### config.mk
export PLATFORM = sky130hd
export DESIGN_NAME = cpu_sequencer
export DESIGN_NICKNAME = d
export VERILOG_FILES = /design/src/rtl/cpu_sequencer.sv
export SDC_FILE = /design/constraint.sdc
export NUM_CORES = 1
export LEC_CHECK = 0
export ABC_AREA = 1
export BUFFER_PORTS_ARGS = -buffer_cell sky130_fd_sc_hd__buf_4
export CORE_UTILIZATION = 48
export CTS_BUF_LIST = sky130_fd_sc_hd__clkbuf_4 sky130_fd_sc_hd__clkbuf_8
export DETAILED_ROUTE_END_ITERATION = 7
export HOLD_SLACK_MARGIN = 0.02
export PLACE_DENSITY_LB_ADDON = 0.15
export SLEW_MARGIN = 20
export SYNTH_ARGS = -nofsm -noshare
export SYNTH_HDL_FRONTEND = slang
export SYNTH_SLANG_ARGS = --single-unit
### constraint.sdc
create_clock -name clk -period 1.75 [get_ports clk]
set_input_delay 0.175 -clock clk [delete_from_list [all_inputs] [get_ports clk]]
set_output_delay 0.175 -clock clk [all_outputs]
set_load 0.01 [all_outputs]
### src/rtl/cpu_sequencer.sv
// Multi-cycle control sequencer for the 8-bit CPU core: fetch/decode/exec/mem phasing,
// memory handshakes, datapath write enables and run/stop/single-step debug control.
module cpu_sequencer #(
    parameter bit          AUTOSTART = 1'b1,
    parameter int unsigned CNT_W     = 16
) (
    input  logic             clk,
    input  logic             rst,
    input  logic             start,
    input  logic             step,
    input  logic             stop,
    input  logic [2:0]       op_class,
    input  logic             imem_ack,
    input  logic             dmem_ack,
    output logic             imem_req,
    output logic             ir_load,
    output logic             dmem_req,
    output logic             dmem_we,
    output logic             rf_we,
    output logic             flags_we,
    output logic             pc_en,
    output logic             pc_jump,
    output logic             halted,
    output logic             illegal,
    output logic [CNT_W-1:0] instr_count
);

    typedef enum logic [2:0] {StHalted, StFetch, StDecode, StExec, StMem} state_e;

    localparam logic [2:0] ClsNop   = 3'd0;
    localparam logic [2:0] ClsAlu   = 3'd1;
    localparam logic [2:0] ClsLoad  = 3'd2;
    localparam logic [2:0] ClsStore = 3'd3;
    localparam logic [2:0] ClsJump  = 3'd4;
    localparam logic [2:0] ClsHalt  = 3'd5;

    state_e     state_q;
    logic [2:0] cls_q;
    logic       step_mode_q;
    logic       stop_pending_q;

    logic cls_illegal;
    logic boundary_halt;

    assign cls_illegal   = cls_q[2] & cls_q[1];
    assign boundary_halt = step_mode_q | stop_pending_q;
    assign halted        = (state_q == StHalted);

    always_comb begin
        imem_req = 1'b0;
        ir_load  = 1'b0;
        dmem_req = 1'b0;
        dmem_we  = 1'b0;
        rf_we    = 1'b0;
        flags_we = 1'b0;
        pc_en    = 1'b0;
        pc_jump  = 1'b0;
        unique case (state_q)
            StFetch: begin
                imem_req = 1'b1;
                ir_load  = imem_ack;
            end
            StExec: begin
                pc_en    = !cls_illegal;
                rf_we    = (cls_q == ClsAlu);
                flags_we = (cls_q == ClsAlu);
                pc_jump  = (cls_q == ClsJump);
            end
            StMem: begin
                dmem_req = 1'b1;
                dmem_we  = (cls_q == ClsStore);
                pc_en    = dmem_ack;
                rf_we    = dmem_ack && (cls_q == ClsLoad);
            end
            default: ;
        endcase
    end

    always_ff @(posedge clk or posedge rst) begin
        if (rst) begin
            state_q        <= AUTOSTART ? StFetch : StHalted;
            cls_q          <= ClsNop;
            step_mode_q    <= 1'b0;
            stop_pending_q <= 1'b0;
            illegal        <= 1'b0;
            instr_count    <= '0;
        end else begin
            if (pc_en) begin
                instr_count <= instr_count + 1'b1;
            end
            if (stop && state_q != StHalted) begin
                stop_pending_q <= 1'b1;
            end
            // Assignments below that enter StHalted also clear stop_pending_q and override the set.
            unique case (state_q)
                StHalted: begin
                    if (start) begin
                        state_q     <= StFetch;
                        step_mode_q <= 1'b0;
                        illegal     <= 1'b0;
                    end else if (step) begin
                        state_q     <= StFetch;
                        step_mode_q <= 1'b1;
                        illegal     <= 1'b0;
                    end
                end
                StFetch: begin
                    if (imem_ack) begin
                        state_q <= StDecode;
                    end
                end
                StDecode: begin
                    cls_q   <= op_class;
                    state_q <= (op_class == ClsLoad || op_class == ClsStore) ? StMem : StExec;
                end
                StExec: begin
                    if (cls_illegal) begin
                        illegal        <= 1'b1;
                        state_q        <= StHalted;
                        stop_pending_q <= 1'b0;
                    end else if (cls_q == ClsHalt || boundary_halt) begin
                        state_q        <= StHalted;
                        stop_pending_q <= 1'b0;
                    end else begin
                        state_q <= StFetch;
                    end
                end
                StMem: begin
                    if (dmem_ack) begin
                        if (boundary_halt) begin
                            state_q        <= StHalted;
                            stop_pending_q <= 1'b0;
                        end else begin
                            state_q <= StFetch;
                        end
                    end
                end
                default: state_q <= StHalted;
            endcase
        end
    end

endmodule

==> run metrics, run 1 <==
run status finished with violations; failing checks design-rule violations; Initial Util 52.4%; Tcrit/Tclk final 96.7%; Critical Path Source Type flip-flop; # setup viols final 0; DRC 3; Slew Viols, Final 0; DRT antenna net count 0; EDFF count, synth 0; largest family of logic cells by synthesized area simple AND/OR/NAND/NOR gates; register-to-register setup slack 200 ps; port bufs 35; vias in the first global route 1216; launch point of the worst reg-to-reg path instr_count[0]; post-route setup slack 57.9 ps; kind of end point of the critical path output port; diode count 0; Worst-Skew Late Latency 330 ps; I/O pin total 36; Synth area leader dfrtp_1; slowest CP cell dfstp_2; DR vias 1446; Net Sw Frac 43.4%; worst-path maximum fanout 4; #FFs+latches synth 25; synth warn 0; drt wl/cell 12.1 um; Root Driver clkbuf_4; Final GP Congestion 0.851; Max transition margin 70.4%; CTS buffer count 3; Post-Syn Nets 216; cell with the most instances after synthesis nand2_1; Hold Crit Depth 3; top post-synthesis cells by area dfrtp_1 (41%), nand2_1 (17%), inv_1 (7.3%); Hold EP cls_q[0]; setup_tns 0 ps; Cell Rows 19; Post-Synth XOR/XNOR Area 4.65%; DIE AREA 3310 um2; mux cell area share after synthesis 0%; dpl hpwl 2510 um; busiest grt layer met2; worst-margin pin slew 443 ps; design area 1930 um2; core region area 2830 um2; CP required 1570 ps; sequential share of power 41.9%; CTS tree yes; Crit Path Class reg2out; synthesized cell area 1480 um2; Internal 1.26 mW; DR vias/cell 5.09; register area 629 um2; met1 Usage GRT 29.8%; Area after DPL 1780 um2; Synth Area in Adders 0.845%; post-synthesis cell count 205; Max Root-Sink Buffers 2; Clk network pwr share 12.4%; net switching power of the design 0.965 mW; Worst Skew 11.7 ps; maxcap violations 0; CP peak stage delay 620 ps; top_reg_cell synth dfrtp_1; first-pass GRT wire length 5330 um; Chip Width 57.6 um; Final nets 265; routed wire length 3430 um; Syn Area/Cell 7.23 um2; gr usage total 21.1%; worst hold path class in2reg; hold path startpoint op_class[0]; Tot Pwr 2.22 mW; TritonCTS Sinks 25; R2R depth 5; pre-CTS setup slack 225 ps; Pre-antenna DRT Iters 6; min Tclk post-route 1690 ps; die height 57.6 um; GR Util met2 33.9%; GR Overflow Total 0; Critical Path AT 1520 ps; pwr dens 1150 nW/um2; VDD IR-drop max 0.000748 V; Post-synth top cells nand2_1 (67), inv_1 (29), dfrtp_1 (24), nor2_1 (22), nand3_1 (13); worst r2r dst instr_count[8]; Synth Area in Simple Gates 36.0%; CTS H-tree lvls 1; initial antenna violation count 0; largest net degree at the start of global routing 21; Synth Area in Compound Gates 7.09%; synthesis-to-layout area growth 30.5%; Fmax 591 MHz; async set-reset flop share out of synthesis 100%; RSZ-0062 raised after global routing true; Final Hold Fails 0; leakage 0.972 nW; DRT iter0 DRCs 43; Cell Chain, Critical Path nand3_4 -> nor4_4 -> o21bai_4 -> buf_6; Gate power share 45.7%; post-synthesis sequential area ratio 42.3%; Layout fillers 258; share of the synthesized area in the top cell type 40.5%; CTS clk-pin slew, worst paths 160 ps; layout cell share with drive strength beyond 1 25.3%; met3 usage 2.49%; Yosys cell types 26; Multi-input gate area 778 um2
## sequential cells by signal (all words and copies together) (netlist names)
name,flops
state_q,3
illegal,1
cls_q,3
instr_count,16
stop_pending_q,1
step_mode_q,1
## critical path, delay by kind of cell, from the launching register on
| kind | cells | cell delay [ps] |
|---|---|---|
| AO/OA/AOI/OAI | 1 | 170 |
| buffers and inverters | 1 | 110 |
| flip-flops | 1 | 620 |
| AND/OR/NAND/NOR | 2 | 280 |
## through the flow
step / utilization [%] / hold slack [ps] / instances
2_1_floorplan: - / 202 / 205
5_1_grt: 68.3 / 46.8 / 284
6_report: 68.3 / 48.5 / 284
3_5_place_dp: 63.0 / 213 / 272
4_1_cts: 65.7 / 33.1 / 278
3_3_place_gp: 63.0 / 211 / 272
## layer usage
layer | up-vias | wire length (um)
met4 | 0 | 15
met3 | 2 | 131
met5 | - | 0
li1 | 751 | -
met2 | 28 | 1600
met1 | 665 | 1680
## placed cells by master, fill, tap and decap left out, drive strengths merged
master       count
nor2            24
dfstp            1
xnor2            4
o22ai            1
o21bai           1
o21ai           10
buf             44
nor4             3
xor2             3
dlygate4sd3      1
a21oi            4
a31oi            1
nand2           72
nand4            6
inv             30
dfrtp           24
clkbuf           3
ha               1
nor3             3
nand3           14
o21a             2
clkinvlp         1
## cells by family (layout without fill, tap and decap cells)
family / Yosys count / count (layout)
xor+xnor: 7 / 7
buf+inv: 32 / 79
compound gates: 19 / 19
flops: 25 / 25
fa+ha+maj: 1 / 1
simple gates: 121 / 122
## area by class of cell
type / instances / share of cell area (%)
Tap cell: 31 / 2.01
Timing Repair Buffer: 45 / 17.8
Sequential cell: 25 / 32.6
Inverter: 30 / 5.83
Multi-Input combinational cell: 149 / 40.3
Clock inverter: 1 / 0.388
Clock buffer: 3 / 1.17
## power groups by stage
stage	Combinational [mW]	Sequential, mW	Clock (mW)
3_5_place_dp	0.902	0.913	0
5_1_grt	1.12	0.959	0.307
6_report	1.02	0.932	0.276
2_1_floorplan	0.588	0.910	0
4_1_cts	0.931	0.927	0.280
3_3_place_gp	0.888	0.910	0
## repair_timing
action	in CTS	in global routing
pin swaps	2	3
cloned	0	1
setup buffers	1	5
endpoints found under the setup margin	2	5
endpoints found under the hold margin	9	0
gates resized for setup	5	4
hold buffers	1	0
## worst max-delay path by stage
stage,cells past startpoint,slack (ps),startpoint,end
4_1_cts,6,-0.1,state_q[1],pc_en
3_5_place_dp,5,230,instr_count[0],instr_count[8]
5_1_grt,4,-20,state_q[0],rf_we
3_3_place_gp,4,250,state_q[0],rf_we
2_1_floorplan,3,260,state_q[0],rf_we
6_report,4,60,state_q[0],rf_we
Note: power is estimated with default switching activity, not from simulation.
==> inputs of run 2 (changes only) <==
--- a/config.mk
+++ b/config.mk
@@ -7,7 +7,7 @@
 export LEC_CHECK = 0
 export ABC_AREA = 1
 export BUFFER_PORTS_ARGS = -buffer_cell sky130_fd_sc_hd__buf_4
-export CORE_UTILIZATION = 48
+export CORE_UTILIZATION = 55
 export CTS_BUF_LIST = sky130_fd_sc_hd__clkbuf_4 sky130_fd_sc_hd__clkbuf_8
 export DETAILED_ROUTE_END_ITERATION = 7
 export HOLD_SLACK_MARGIN = 0.02
==> run 2 against run 1 <==
The run now ends clean. First-iteration DRC count is 21% lower. Fmax decreased by 2.5%. Final area grew 0.84%. Clock power decreased by 5%. Sequential share of layout area down 0.27 points.
==> run metrics, run 2 (synthesis gave the netlist of run 1 again) <==
layout cell share with drive strength beyond 1 26.2%; Initial Util 58.7%; VDD IR-drop max 0.000924 V; TritonCTS Sinks 25; first-pass GRT wire length 5020 um; DIE AREA 2910 um2; Final GP Congestion 0.840; worst-path maximum fanout 5; diode count 0; run status complete, no violations; kind of end point of the critical path output port; core region area 2520 um2; port bufs 35; I/O pin total 36; dpl hpwl 2480 um; Max Root-Sink Buffers 2; Pre-antenna DRT Iters 4; GR Overflow Total 0; Worst-Skew Late Latency 320 ps; post-layout instance count excluding filler cells 286; Fmax 576 MHz; leakage 0.989 nW; die height 53.9 um; DRT iter0 DRCs 34; worst hold path class in2reg; CTS clk-pin slew, worst paths 130 ps; initial antenna violation count 0; CP required 1570 ps; most common cell after layout, fill and taps aside nand2_1; drt wl/cell 12.6 um; Max transition margin 65.4%; CTS H-tree lvls 1; Tot Pwr 2.26 mW; post-placement cell count 270; biggest regs instr_count: 16 flops, cls_q: 3 flops, state_q: 3 flops; DR vias 1488; max reg flops 16; # setup viols final 0; RSZ-0062 raised after global routing true; routed wire length 3610 um; Critical Path AT 1560 ps; Critical Path Source Type flip-flop; Final Hold Fails 0; most frequent cells in the layout nand2_1 (67), buf_4 (45), inv_1 (29); Slew Viols, Final 0; vias in the first global route 1153; worst-margin pin slew 518 ps; Cell Rows 18; DRT antenna net count 0; Chip Width 53.9 um; min Tclk post-route 1740 ps; Tcrit/Tclk final 99.2%; Final nets 268; Worst Skew 1.71 ps; synthesis-to-layout area growth 31.6%; Crit Path Class reg2out; DR vias/cell 5.20; gr usage total 24.7%; pwr dens 1160 nW/um2; CTS buffer count 3; CTS tree yes; Biggest register instr_count; Final Util 77.3%; maxcap violations 0; Root Driver clkbuf_4; DRC 0; largest net degree at the start of global routing 25
run 2: metal layers:
layer,wire length (um),up-vias,track usage [%]
li1,-,750,-
met1,1630,688,32.1
met2,1720,44,39.7
met3,207,6,6.50
met4,52,0,7.46
met5,0,-,0
run 2: path summary, 6_finish.rpt:
path / slack (ps) / start / cells past startpoint / endpoint
hold reg to reg: 510 / step_mode_q / 1 / step_mode_q
setup / recovery: 10 / state_q[2] / 5 / rf_we
hold / removal: 60 / op_class[0] / 3 / cls_q[0]
max in group asynchronous: 820 / rst / 4 / instr_count[11]
setup reg to reg: 140 / cls_q[2] / 7 / instr_count[10]
min in group asynchronous: 430 / rst / 3 / instr_count[8]
run 2: repair_timing:
item,CTS,global route
pin swaps,0,5
endpoints found under the setup margin,3,4
setup buffers,0,10
hold buffers,1,0
gates resized for setup,2,8
gates cloned,0,1
endpoints found under the hold margin,11,0
run 2: area by class of cell:
type / count / area (um2)
clock buffer: 3 / 22.5
clock inverter: 1 / 5.00
fill: 184 / 573
inverter: 30 / 113
multi-input combinational: 149 / 772
sequential: 25 / 629
tap: 30 / 37.5
timing repair buffer: 48 / 370
run 2: power by group:
| group | switching, mW | internal (mW) |
|---|---|---|
| logic | 0.593 | 0.457 |
| clock network | 0.176 | 0.0858 |
| registers | 0.207 | 0.737 |
| total | 0.977 | 1.28 |
run 2: stage by stage:
step / setup slack, ps / instance area, um2 / setup TNS, ps / hold slack, ps
after floorplan: 256 / 1480 / 0 / 202
after global routing: -84.6 / 1950 / -193 / 57.4
final: 14.4 / 1950 / 0 / 57.9
after global placement: 222 / 1770 / 0 / 246
after detailed placement: 183 / 1770 / 0 / 237
after CTS: -35.2 / 1830 / -35.2 / 48.4
run 2: worst max-delay path, cell delays in order, from the launching register on:
cell and delay [ps]:
dfrtp_2 460, inv_1 150, nand3_4 120, nor4_4 230, o21bai_1 140, buf_4 130
==> inputs of run 3 (changes only) <==
--- a/config.mk
+++ b/config.mk
@@ -7,12 +7,12 @@
 export LEC_CHECK = 0
 export ABC_AREA = 1
 export BUFFER_PORTS_ARGS = -buffer_cell sky130_fd_sc_hd__buf_4
+export CORE_MARGIN = 4
 export CORE_UTILIZATION = 55
 export CTS_BUF_LIST = sky130_fd_sc_hd__clkbuf_4 sky130_fd_sc_hd__clkbuf_8
 export DETAILED_ROUTE_END_ITERATION = 7
 export HOLD_SLACK_MARGIN = 0.02
 export PLACE_DENSITY_LB_ADDON = 0.15
-export SLEW_MARGIN = 20
 export SYNTH_ARGS = -nofsm -noshare
 export SYNTH_HDL_FRONTEND = slang
 export SYNTH_SLANG_ARGS = --single-unit
==> run 3 against run 2 <==
The flow now finishes with violations (negative setup slack). Setup slack worse by 22 ps. Utilization increased by 0.15 points. Clock skew barely moved. Combinational power is essentially flat. Die area up 24%. Hold slack worse by 7.3 ps. Power is 1.6% higher. Count of clock-buffer cells in the layout rose by 1. Flip-flop and latch count did not move.
==> run metrics, run 3 (synthesis gave the netlist of run 1 again) <==
CTS tree yes; worst-margin pin slew 406 ps; TritonCTS Sinks 25; setup_tns -14.8 ps; Internal 1.32 mW; Critical Path AT 1580 ps; Tot Pwr 2.29 mW; die height 59.9 um; R2R depth 5; sequential share of power 40.7%; vias in the first global route 1205; Worst Skew 1.67 ps; max reg flops 16; diode count 0; most frequent cells in the layout nand2_1 (67), buf_4 (44), inv_1 (28); Hold Crit Depth 3; first-pass GRT wire length 5240 um; worst r2r dst instr_count[8]; dpl hpwl 2570 um; GR Overflow Total 0; Worst-Skew Late Latency 320 ps; CTS buffer count 3; Final GP Congestion 0.823; hold path startpoint op_class[0]; gr usage total 19.3%; # setup viols final 2; DRC 0; register-to-register setup slack 130 ps; Fmax 569 MHz; biggest regs instr_count: 16 flops, cls_q: 3 flops, state_q: 3 flops; Final Hold Fails 0; routed wire length 3620 um; DR vias/cell 5.24; CTS clk-pin slew, worst paths 140 ps; Final Util 77.4%; Critical Path Source Type flip-flop; Pre-antenna DRT Iters 4; DRT antenna net count 0; Gate power share 47.1%; drt wl/cell 12.7 um; Slew Viols, Final 0; Area after DPL 1770 um2; CTS H-tree lvls 1; Hold EP cls_q[0]; Initial Util 58.7%; most common cell after layout, fill and taps aside nand2_1; leakage 0.994 nW; Clk network pwr share 12.2%; Net Sw Frac 42.6%; Cell Rows 18; CP required 1570 ps; min Tclk post-route 1760 ps; core region area 2520 um2; net switching power of the design 0.976 mW; failing checks negative setup slack; Chip Width 59.9 um; Biggest register instr_count; pwr dens 1170 nW/um2; Final nets 268; worst hold path class in2reg; I/O pin total 36; run status finished with violations; largest net degree at the start of global routing 25; DIE AREA 3590 um2; worst-path maximum fanout 7; Tcrit/Tclk final 100%; Root Driver clkbuf_4; RSZ-0062 raised after global routing true; Crit Path Class reg2out; Max transition margin 72.7%; pre-CTS setup slack 205 ps; DRT iter0 DRCs 74; Max Root-Sink Buffers 2; VDD IR-drop max 0.000996 V; design area 1950 um2; initial antenna violation count 0; launch point of the worst reg-to-reg path instr_count[0]; post-route setup slack -7.64 ps; layout cell share with drive strength beyond 1 25.8%; synthesis-to-layout area growth 31.8%; maxcap violations 0; port bufs 35; kind of end point of the critical path output port; DR vias 1499
==> run 3: changes by cell type in the layout (fill, tap and decap cells not counted) <==
| cell | previous run | this run |
|---|---|---|
| dfrtp_1 | 22 | 24 |
| dfrtp_2 | 2 | 0 |
| buf_4 | 45 | 44 |
| buf_6 | 2 | 3 |
| clkbuf_4 | 3 | 4 |
| clkinv_2 | 1 | 0 |
| inv_1 | 29 | 28 |
| inv_2 | 1 | 2 |
==> run 3: worst max-delay path by stage <==
| stage | slack (ps) | to | start |
|---|---|---|---|
| 5_1_grt | -60 | rf_we | state_q[0] |
| 3_5_place_dp | 210 | instr_count[8] | instr_count[0] |
| 3_3_place_gp | 230 | rf_we | state_q[0] |
| 2_1_floorplan | 260 | rf_we | state_q[0] |
| 6_report | -8 | pc_en | state_q[0] |
| 4_1_cts | -3 | pc_en | state_q[1] |
==> run 3: timing repair <==
action                                  CTS  global route
pin swaps                                 0             5
gates resized for setup                   2             8
setup buffers                             0            10
gates cloned                              0             1
endpoints found under the setup margin    1             4
hold buffers                              1             0
endpoints found under the hold margin    24             0
==> run 3: metrics by stage <==
stage               hold slack (ps)  cells
floorplan                       202    205
finish                         50.6    286
detailed placement             80.4    270
global route                   42.1    286
global placement               81.1    270
CTS                            48.2    275
==> run 3: per-layer routing <==
metal | vias to the layer above | GRT usage (%) | share of wire, %
li1 | 757 | - | -
met1 | 675 | 28.8 | 46
met2 | 58 | 28.2 | 45
met3 | 9 | 2.81 | 7.1
met4 | 0 | 6.96 | 1.9
met5 | - | 0 | 0
==> run 3: final cells by class <==
class                   count  area, um2
well taps                  30       37.5
inverters                  30        113
fillers                   194        569
clock buffers               4       30.0
multi-input cells         149        772
repair buffers             48        374
flip-flops and latches     25        627
==> run 3: power by group through the flow <==
stage	sequential (mW)	combinational [mW]	clock (mW)
floorplan	0.910	0.588	0
global route	0.963	1.19	0.304
detailed placement	0.917	0.893	0
global placement	0.910	0.881	0
finish	0.934	1.08	0.280
CTS	0.912	0.905	0.286
==> run 3: critical path, stage by stage (launching register included) <==
cell and delay [ps]:
dfstp_2 620, buf_6 110, nor2_2 30, nand2_2 120
inv_2 70, nand2_4 100, nand2_8 80, buf_6 140
